===== src/rtl/mips_pkg.sv =====
// Shared encodings for the multicycle MIPS control FSM: opcodes, states, and datapath select codes.
package mips_pkg;

  localparam logic [5:0] OP_RTYPE = 6'b000000;
  localparam logic [5:0] OP_LW    = 6'b100011;
  localparam logic [5:0] OP_SW    = 6'b101011;
  localparam logic [5:0] OP_BEQ   = 6'b000100;
  localparam logic [5:0] OP_J     = 6'b000010;
  localparam logic [5:0] OP_ADDI  = 6'b001000;
  localparam logic [5:0] OP_SLTI  = 6'b001010;
  localparam logic [5:0] OP_ANDI  = 6'b001100;
  localparam logic [5:0] OP_ORI   = 6'b001101;

  typedef enum logic [3:0] {
    S_FETCH  = 4'd0,
    S_DECODE = 4'd1,
    S_MEMADR = 4'd2,
    S_MEMRD  = 4'd3,
    S_MEMWB  = 4'd4,
    S_MEMWR  = 4'd5,
    S_EXEC   = 4'd6,
    S_ALUWB  = 4'd7,
    S_BRANCH = 4'd8,
    S_JUMP   = 4'd9,
    S_IMMEX  = 4'd10,
    S_IMMWB  = 4'd11
  } state_t;

  localparam logic [1:0] ALUOP_ADD   = 2'b00;
  localparam logic [1:0] ALUOP_SUB   = 2'b01;
  localparam logic [1:0] ALUOP_FUNCT = 2'b10;
  localparam logic [1:0] ALUOP_IMM   = 2'b11;

  localparam logic [1:0] PCSRC_ALU    = 2'b00;
  localparam logic [1:0] PCSRC_ALUOUT = 2'b01;
  localparam logic [1:0] PCSRC_JUMP   = 2'b10;

  localparam logic [1:0] SRCB_REG  = 2'b00;
  localparam logic [1:0] SRCB_FOUR = 2'b01;
  localparam logic [1:0] SRCB_IMM  = 2'b10;
  localparam logic [1:0] SRCB_IMM2 = 2'b11;

endpackage


===== src/rtl/mips_mc_control.sv =====
// Multicycle MIPS control FSM; outputs decode from state, gated by mem_ready where a memory access completes.
// Optional immediate ALU ops (addi/slti/andi/ori) are enabled with `define MIPS_MC_IMM_ALU_EN.
module mips_mc_control
  import mips_pkg::*;
#(
  parameter int OPW = 6,
  parameter int STW = 4
) (
  input  logic           clk,
  input  logic           reset,
  input  logic [OPW-1:0] opcode,
  input  logic           zero,
  input  logic           mem_ready,
  output logic           pc_write,
  output logic           pc_write_cond,
  output logic           iord,
  output logic           mem_read,
  output logic           mem_write,
  output logic           ir_write,
  output logic           mem_to_reg,
  output logic           reg_dst,
  output logic           reg_write,
  output logic           alu_src_a,
  output logic [1:0]     alu_src_b,
  output logic [1:0]     alu_op,
  output logic [1:0]     pc_source,
  output logic           ext_op,
  output logic           instr_done,
  output logic           illegal_op,
  output logic [STW-1:0] state
);

  state_t cur;

  // The zero flag is consumed by the datapath through pc_write_cond.
  logic unused_zero;
  assign unused_zero = zero;

  logic is_r, is_lw, is_sw, is_beq, is_j, is_imm_s, is_imm_z, is_imm;
  assign is_r   = (opcode == OPW'(OP_RTYPE));
  assign is_lw  = (opcode == OPW'(OP_LW));
  assign is_sw  = (opcode == OPW'(OP_SW));
  assign is_beq = (opcode == OPW'(OP_BEQ));
  assign is_j   = (opcode == OPW'(OP_J));
`ifdef MIPS_MC_IMM_ALU_EN
  assign is_imm_s = (opcode == OPW'(OP_ADDI)) || (opcode == OPW'(OP_SLTI));
  assign is_imm_z = (opcode == OPW'(OP_ANDI)) || (opcode == OPW'(OP_ORI));
`else
  assign is_imm_s = 1'b0;
  assign is_imm_z = 1'b0;
`endif
  assign is_imm = is_imm_s || is_imm_z;

  always_ff @(posedge clk or posedge reset) begin
    if (reset) begin
      cur <= S_FETCH;
    end else begin
      case (cur)
        S_FETCH:  if (mem_ready) cur <= S_DECODE;
        S_DECODE: begin
          if (is_r)                cur <= S_EXEC;
          else if (is_lw || is_sw) cur <= S_MEMADR;
          else if (is_beq)         cur <= S_BRANCH;
          else if (is_j)           cur <= S_JUMP;
          else if (is_imm)         cur <= S_IMMEX;
          else                     cur <= S_FETCH;
        end
        S_MEMADR: cur <= is_sw ? S_MEMWR : S_MEMRD;
        S_MEMRD:  if (mem_ready) cur <= S_MEMWB;
        S_MEMWR:  if (mem_ready) cur <= S_FETCH;
        S_EXEC:   cur <= S_ALUWB;
        S_IMMEX:  cur <= S_IMMWB;
        default:  cur <= S_FETCH;
      endcase
    end
  end

  always_comb begin
    pc_write      = 1'b0;
    pc_write_cond = 1'b0;
    iord          = 1'b0;
    mem_read      = 1'b0;
    mem_write     = 1'b0;
    ir_write      = 1'b0;
    mem_to_reg    = 1'b0;
    reg_dst       = 1'b0;
    reg_write     = 1'b0;
    alu_src_a     = 1'b0;
    alu_src_b     = SRCB_REG;
    alu_op        = ALUOP_ADD;
    pc_source     = PCSRC_ALU;
    ext_op        = 1'b0;
    instr_done    = 1'b0;
    illegal_op    = 1'b0;
    // Everything is forced low while reset is held, including the fetch read.
    if (!reset) begin
      case (cur)
        S_FETCH: begin
          mem_read  = 1'b1;
          alu_src_b = SRCB_FOUR;
          ir_write  = mem_ready;
          pc_write  = mem_ready;
        end
        S_DECODE: begin
          alu_src_b  = SRCB_IMM2;
          ext_op     = !is_imm_z;
          illegal_op = !(is_r || is_lw || is_sw || is_beq || is_j || is_imm);
        end
        S_MEMADR: begin
          alu_src_a = 1'b1;
          alu_src_b = SRCB_IMM;
          ext_op    = 1'b1;
        end
        S_MEMRD: begin
          mem_read = 1'b1;
          iord     = 1'b1;
        end
        S_MEMWB: begin
          reg_write  = 1'b1;
          mem_to_reg = 1'b1;
          instr_done = 1'b1;
        end
        S_MEMWR: begin
          mem_write  = 1'b1;
          iord       = 1'b1;
          instr_done = mem_ready;
        end
        S_EXEC: begin
          alu_src_a = 1'b1;
          alu_op    = ALUOP_FUNCT;
        end
        S_ALUWB: begin
          reg_write  = 1'b1;
          reg_dst    = 1'b1;
          instr_done = 1'b1;
        end
        S_BRANCH: begin
          alu_src_a     = 1'b1;
          alu_op        = ALUOP_SUB;
          pc_write_cond = 1'b1;
          pc_source     = PCSRC_ALUOUT;
          instr_done    = 1'b1;
        end
        S_JUMP: begin
          pc_write   = 1'b1;
          pc_source  = PCSRC_JUMP;
          instr_done = 1'b1;
        end
        S_IMMEX: begin
          alu_src_a = 1'b1;
          alu_src_b = SRCB_IMM;
          alu_op    = ALUOP_IMM;
          ext_op    = is_imm_s;
        end
        S_IMMWB: begin
          reg_write  = 1'b1;
          instr_done = 1'b1;
        end
        default: ;
      endcase
    end
  end

  assign state = STW'(cur);

endmodule

===== config.mk =====
export PLATFORM = sky130hd
export DESIGN_NAME = mips_mc_control
export DESIGN_NICKNAME = d
export VERILOG_FILES = /design/src/rtl/mips_pkg.sv /design/src/rtl/mips_mc_control.sv
export SDC_FILE = /design/constraint.sdc
export NUM_CORES = 1
export LEC_CHECK = 0
export BUFFER_PORTS_ARGS = -buffer_cell sky130_fd_sc_hd__buf_2
export CELL_PAD_IN_SITES_DETAIL_PLACEMENT = 1
export CELL_PAD_IN_SITES_GLOBAL_PLACEMENT = 1
export CORE_ASPECT_RATIO = 0.9
export CORE_MARGIN = 3
export CORE_UTILIZATION = 26
export CTS_BUF_LIST = sky130_fd_sc_hd__clkbuf_8
export DETAILED_ROUTE_END_ITERATION = 10
export PLACE_DENSITY = 0.87
export SLEW_MARGIN = 20
export SYNTH_ARGS = -nofsm -noshare
export SYNTH_HDL_FRONTEND = slang
export SYNTH_SLANG_ARGS = --single-unit
export TNS_END_PERCENT = 5

===== constraint.sdc =====
create_clock -name clk -period 1.2 [get_ports clk]
set_clock_uncertainty 0.05 [all_clocks]
set_input_delay 0.06 -clock clk [delete_from_list [all_inputs] [get_ports clk]]
set_output_delay 0.06 -clock clk [all_outputs]
set_load 0.01 [all_outputs]

==> summary.md, run 1 <==
| Metric | Value |
|---|---|
| Status | `finished with violations` |
| Failing checks | `negative setup slack` |
| Avg Cell Area, Syn | `6.97 um^2` |
| Die Width | `54.5 um` |
| Combinational power share | `0.751` |
| Pwr/cell area | `1810 mW/mm^2` |
| First-pass GRT wire length | `5480 um` |
| Seq/Total Area, Yosys | `0.182` |
| CTS tree | `built` |
| Max Transition Viols Final | `0` |
| Worst hold-check path type | `in2reg` |
| Core box area | `0.00195 mm^2` |
| Die height | `49.7 um` |
| Arrival time worst endpoint | `1.45 ns` |
| Cell Rows | `15` |
| Setup WS pre-CTS | `-0.162 ns` |
| Reg clk slew, reported paths | `0.03 ns` |
| Crit path kind | `reg2out` |
| RSZ-0062 raised after global routing | `true` |
| Slowest-stage cell, CP | `dfrtp_2` |
| Top routing layer in use | `met4` |
| Max reg flops | `4` |
| Area growth syn-to-layout | `130%` |
| Vias in the first global route | `997` |
| Layout Nets | `157` |
| Root Driver | `clkbuf_8` |
| Drt drc | `0` |
| Clk pwr share | `0.135` |
| CTS Buffer Depth | `2` |
| Crit-path max cell delay | `0.45 ns` |
| Post-synth top flop | `dfrtp_1` |
| Total wire length | `3420 um` |
| Largest net degree at the start of global routing | `9` |
| Port buffer count | `31` |
| Wire length on met2 | `1740 um` |
| DRT met1 WL | `1420 um` |
| Fill cells | `244` |
| Final Critical Period | `1.56 ns` |
| Layout Cells excl Fill | `171` |
| Synth area leader | `dfrtp_1` |
| CTS sink count | `4` |
| Fmax | `642 MHz` |
| IO Pins | `33` |
| Initial DRC count | `27` |
| Cell area after layout | `0.00126 mm^2` |
| Met3 Wirelength | `173 um` |
| Via count | `954` |
| H-tree depth | `1` |
| Starting Density | `0.282` |
| Crit. End Element | `output port` |
| CP max FO | `8` |
| Setup violations, final | `23` |
| Gate Count Post-Synth | `79` |
| CP cell instances | `and2b_2, nand2_4, a2111oi_4, buf_2` |
| Leak | `0.577 nW` |
| DPL Wire Length | `2160 um` |
| Reg power frac | `0.115` |
| GP Congestion | `0.979` |
| TritonCTS Buffers | `3` |
| Placed insts | `158` |
| Final Cycle Share | `1.30` |
| Max-Cap Viols | `0` |
| TNS Setup | `-5.51 ns` |
| Net Switching | `1.05 mW` |
| DR WL/cell | `20.0 um` |
| Overall power | `2.28 mW` |
| Final Core Density | `0.647` |
| Layout cells sized above 1 | `0.712` |
| Post-DP Area | `0.00102 mm^2` |
| GRT Total Usage | `0.289` |
| Unique cell type count in the Yosys netlist | `34` |
| Maximum vdd drop | `0.00123 V` |
| Clk_lat worst skew | `0.23 ns` |
| Crit start category | `register` |
| Antenna cell count | `0` |
| Vias/cell | `5.58` |
| Required time of the critical path | `1.09 ns` |
| EDFF count, synth | `0` |
| Die area | `0.00271 mm^2` |
| Worst hold slack | `0.251 ns` |
| 1st-pass router iterations | `4` |
| Ys async rst share | `1.00` |
| Synth Net Count | `89` |
| Worst Max-Slew Pin Slew | `0.309 ns` |
| Worst setup margin | `-0.358 ns` |
| Hold Violations, Final | `0` |
| Share of the synthesized area in the top cell type | `0.182` |
| Initial antenna violation count | `0` |
| Net Sw Frac | `0.459` |
| Synth area leaders | `dfrtp_1, nor3_1, nor2_1, buf_6, o21ai_0` |
| Overflow after GRT | `0` |
| Count of state elements after synthesis | `4` |
| Netlist Area Pre-Place | `551 um^2` |
| P_int | `1.24 mW` |
| Yosys warns | `0` |
| Slew headroom | `0.791` |
| Post-route ant nets | `0` |
## placed cells by master, fill, tap and decap left out, drive strengths merged, types with 2 or more instances in the layout
cell type / instances
a211oi: 2
a21oi: 4
a22oi: 2
buf: 66
clkbuf: 3
dfrtp: 4
dlygate4sd3: 2
inv: 5
nand2: 6
nand2b: 3
nand3: 2
nor2: 11
nor3: 10
o21ai: 8
xnor2: 3
## Yosys cell counts (2+ instances only)
cell type,n
a211oi_1,2
a21oi_1,4
buf_6,3
dfrtp_1,4
inv_1,3
nand2_1,6
nand2b_1,2
nand3_1,2
nor2_1,11
nor3_1,10
o21ai_0,6
o21ai_1,2
xnor2_1,3
## area by class of cell
class                      instances  area (um^2)  area share
tap                               25         31.3      0.0248
inverter                           4         17.5      0.0139
sequential                         4          104      0.0822
timing repair buffer              68          480       0.380
clock inverter                     1         3.75     0.00297
clock buffer                       3         41.3      0.0327
multi-input combinational         66          586       0.463
## cells by family (layout without fill, tap and decap cells)
kind of cell              after synthesis  in the layout  synth area share
buffers and inverters                   9             76             0.111
AOI/OAI and AO/OA                      22             22             0.270
DFF                                     4              4             0.182
xor gates and xnor gates                3              3            0.0477
and+or+nand+nor                        41             41             0.389
## worst paths after layout
path,startpoint,to,slack [ns],cells past startpoint
worst min register to register,state[2],state[3],0.62,2
worst max-delay path,state[1],illegal_op,-0.36,4
worst max register to register,state[0],state[2],-0.27,4
max in group asynchronous,reset,state[1],0.30,4
worst min-delay path,opcode[0],state[1],0.25,4
min in group asynchronous,reset,state[2],0.40,3
## what timing repair did
| item | in CTS | in global routing |
|---|---|---|
| endpoints found under the setup margin | 23 | 24 |
| hold buffers | 2 | 0 |
| pin swaps | 5 | 7 |
| setup buffers | 4 | 3 |
| hold endpoints to repair | 4 | 0 |
| gates resized for setup | 28 | 12 |
## critical path: cells and delay by family, from the launching register on
family          cells  cell delay [ns]
buf+inv             1             0.18
simple gates        2             0.41
compound gates      1             0.18
flops               1             0.45
## power by group through the flow
stage / clock (mW) / sequential, mW / combinational [mW]
after floorplan: 0 / 0.237 / 0.704
after CTS: 0.314 / 0.250 / 1.47
after global placement: 0 / 0.252 / 1.14
after detailed placement: 0 / 0.268 / 1.19
final: 0.307 / 0.262 / 1.71
after global routing: 0.328 / 0.270 / 1.81
## layer usage
metal,vias up,track usage
met5,-,0
met4,0,0.112
met3,8,0.0695
met2,48,0.464
met1,474,0.363
li1,424,-
Note: power is estimated with default switching activity, not from simulation.
==> run 2: changes to the inputs <==
--- a/config.mk
+++ b/config.mk
@@ -14,6 +14,7 @@
 export CTS_BUF_LIST = sky130_fd_sc_hd__clkbuf_8
 export DETAILED_ROUTE_END_ITERATION = 10
 export PLACE_DENSITY = 0.87
+export REMOVE_ABC_BUFFERS = 1
 export SLEW_MARGIN = 20
 export SYNTH_ARGS = -nofsm -noshare
 export SYNTH_HDL_FRONTEND = slang
==> run 2 against run 1 <==
- the run still ends with negative setup slack left
- worst setup slack improved by 0.017 ns
- maximum frequency up 1.1%
- final cell count down 6.4%
- clock power is 9.4% lower
- power fell by 9.9%
- critical path depth did not move
- combinational power is 9% lower
- die area unchanged
- core utilization decreased by 6.9 points
- clock-buffer cell count did not move
- sequential power down 13%
- hold slack gained 0.0021 ns
==> summary.md, run 2 (same netlist as run 1, synthesis figures left out) <==
| Metric | Value |
|---|---|
| Pwr/cell area | `1820 mW/mm^2 (+0.87%)` |
| Area growth syn-to-layout | `105%` |
| RSZ-0062 raised after global routing | `true` |
| Status | `finished with violations` |
| 1st-pass router iterations | `4 (unchanged)` |
| CTS tree | `built` |
| Path depth of the worst reg2reg path | `6 (+2)` |
| Critical path origin | `state[1]` |
| Worst path depth | `4 (unchanged)` |
| TritonCTS Buffers | `3 (unchanged)` |
| Buf/Inv on CP | `2 (+1)` |
| Port buffer count | `31 (unchanged)` |
| CTS Buffer Depth | `2 (unchanged)` |
| Initial DRC count | `33 (+22%)` |
| Die height | `49.7 um (unchanged)` |
| Worst Max-Slew Pin Slew | `0.424 ns (+0.115 ns)` |
| Overall power | `2.06 mW (-9.9%)` |
| Post-DP Area | `841 um^2 (-17%)` |
| Hold Violations, Final | `0 (unchanged)` |
| Leak | `0.514 nW (-11%)` |
| Antenna cell count | `0 (unchanged)` |
| Clk_lat worst skew | `0.21 ns (-0.02 ns)` |
| Drt drc | `0 (unchanged)` |
| CP top delay family | `flip-flops` |
| Die area | `0.00271 mm^2 (unchanged)` |
| Reg clk slew, reported paths | `0.03 ns (about the same)` |
| Vias in the first global route | `875 (-12%)` |
| Overflow after GRT | `0 (unchanged)` |
| Crit. End Element | `output port` |
| GP Congestion | `0.912 (-6.8%)` |
| Post-route ant nets | `0 (unchanged)` |
| DR WL/cell | `19.2 um (-4.4%)` |
| Worst setup margin | `-0.342 ns (+0.0166 ns)` |
| Max Transition Viols Final | `0 (unchanged)` |
| Maximum vdd drop | `0.000923 V (-25%)` |
| CP cell instances | `buf_6, or2b_4, a211oi_2, buf_2` |
| Failing checks | `negative setup slack` |
| Max reg flops | `4 (unchanged)` |
| First-pass GRT wire length | `4170 um (-24%)` |
| Final Cycle Share | `1.28 (-0.0138)` |
| Crit path kind | `reg2out` |
| Core box area | `0.00195 mm^2 (unchanged)` |
| GRT Total Usage | `0.206 (-0.0834)` |
| Die Width | `54.5 um (unchanged)` |
| Max-Cap Viols | `0 (unchanged)` |
| IO Pins | `33 (unchanged)` |
| CTS sink count | `4 (unchanged)` |
| Worst hold-check path type | `in2reg` |
| Slew headroom | `0.715 (-0.0762)` |
| Cell Rows | `15 (unchanged)` |
| Root Driver | `clkbuf_8` |
| Cell area after layout | `0.00113 mm^2 (-11%)` |
| Crit start category | `register` |
| Layout cells sized above 1 | `0.674 (-0.0383)` |
| Largest net degree at the start of global routing | `8 (-1)` |
| Total wire length | `3060 um (-11%)` |
| Vias/cell | `5.59 (+0.27%)` |
| Most frequent cells in the layout | `buf_2, buf_4, buf_6` |
| Via count | `895 (-6.2%)` |
| Setup WS pre-CTS | `-0.152 ns (+0.00987 ns)` |
| CP max FO | `7 (-1)` |
| R2r setup slk | `-0.16 ns (+0.11 ns)` |
| R2r endpoint | `state[0]` |
| Layout Nets | `147 (-6.4%)` |
| Initial antenna violation count | `0 (unchanged)` |
| H-tree depth | `1 (unchanged)` |
| Hold_sp | `opcode[0]` |
| Slowest-stage cell, CP | `dfrtp_1` |
| Final Critical Period | `1.54 ns (-0.0166 ns)` |
| Worst setup path endpoint | `ext_op` |
| Worst hold slack | `0.254 ns (+0.00211 ns)` |
| Leading cell type in the layout, fill and taps excluded | `buf_2` |
| TNS Setup | `-4.93 ns (+0.582 ns)` |
| Fmax | `649 MHz (+1.1%)` |
| Arrival time worst endpoint | `1.43 ns (-0.02 ns)` |
| DPL Wire Length | `1850 um (-14%)` |
| Required time of the critical path | `1.09 ns (about the same)` |
| Starting Density | `0.282 (unchanged)` |
| Setup violations, final | `24 (+4.3%)` |
| Critical R2R Launch | `state[0]` |
| Crit-path max cell delay | `0.36 ns (-0.09 ns)` |
## run 2: stage by stage
stage	util	cells
2_1_floorplan	-	74
3_3_place_gp	0.431	150
3_5_place_dp	0.431	150
4_1_cts	0.513	157
5_1_grt	0.578	160
6_report	0.578	160
## run 2: metal layers
layer  share of wire  global-route usage
met5               0                   0
met4          0.0088              0.0415
met3           0.056              0.0181
met2            0.51               0.349
met1            0.42               0.277
## run 2: final cells by class
type / count / area [um^2]
inverter: 4 / 15.0
tap: 25 / 31.3
fill: 243 / 823
sequential: 4 / 104
clock buffer: 3 / 41.3
timing repair buffer: 58 / 399
multi-input combinational: 66 / 538
## run 2: what timing repair did
| item | in CTS | in global routing |
|---|---|---|
| cloned | 0 | 0 |
| pin swaps | 5 | 6 |
| resized for setup | 28 | 21 |
| endpoints found under the setup margin | 24 | 25 |
| hold buffers | 1 | 0 |
| setup buffers | 3 | 3 |
| hold endpoints to repair | 4 | 0 |
## run 2: tightest hold or removal path, delay by kind of cell
family	cells	cell delay [ns]
AOI/OAI and AO/OA	2	0.21
and+or+nand+nor	1	0.08
buffers and inverters	1	0.11
## run 2: how the worst min path moves through the flow
stage,endpoint,slack (ns),depth (start not counted)
final,state[1],0.25,4
after global routing,state[3],0.29,4
after CTS,state[3],0.22,4
after detailed placement,state[0],0.14,3
after global placement,state[2],0.14,3
after floorplan,state[0],-0.19,1
## run 2: where the power goes
group / total [mW] / leakage, nW / switching, mW / internal [mW]
clock: 0.278 / 0.0216 / 0.0647 / 0.213
combinational: 1.55 / 0.443 / 0.810 / 0.740
sequential: 0.229 / 0.0494 / 0.0534 / 0.175
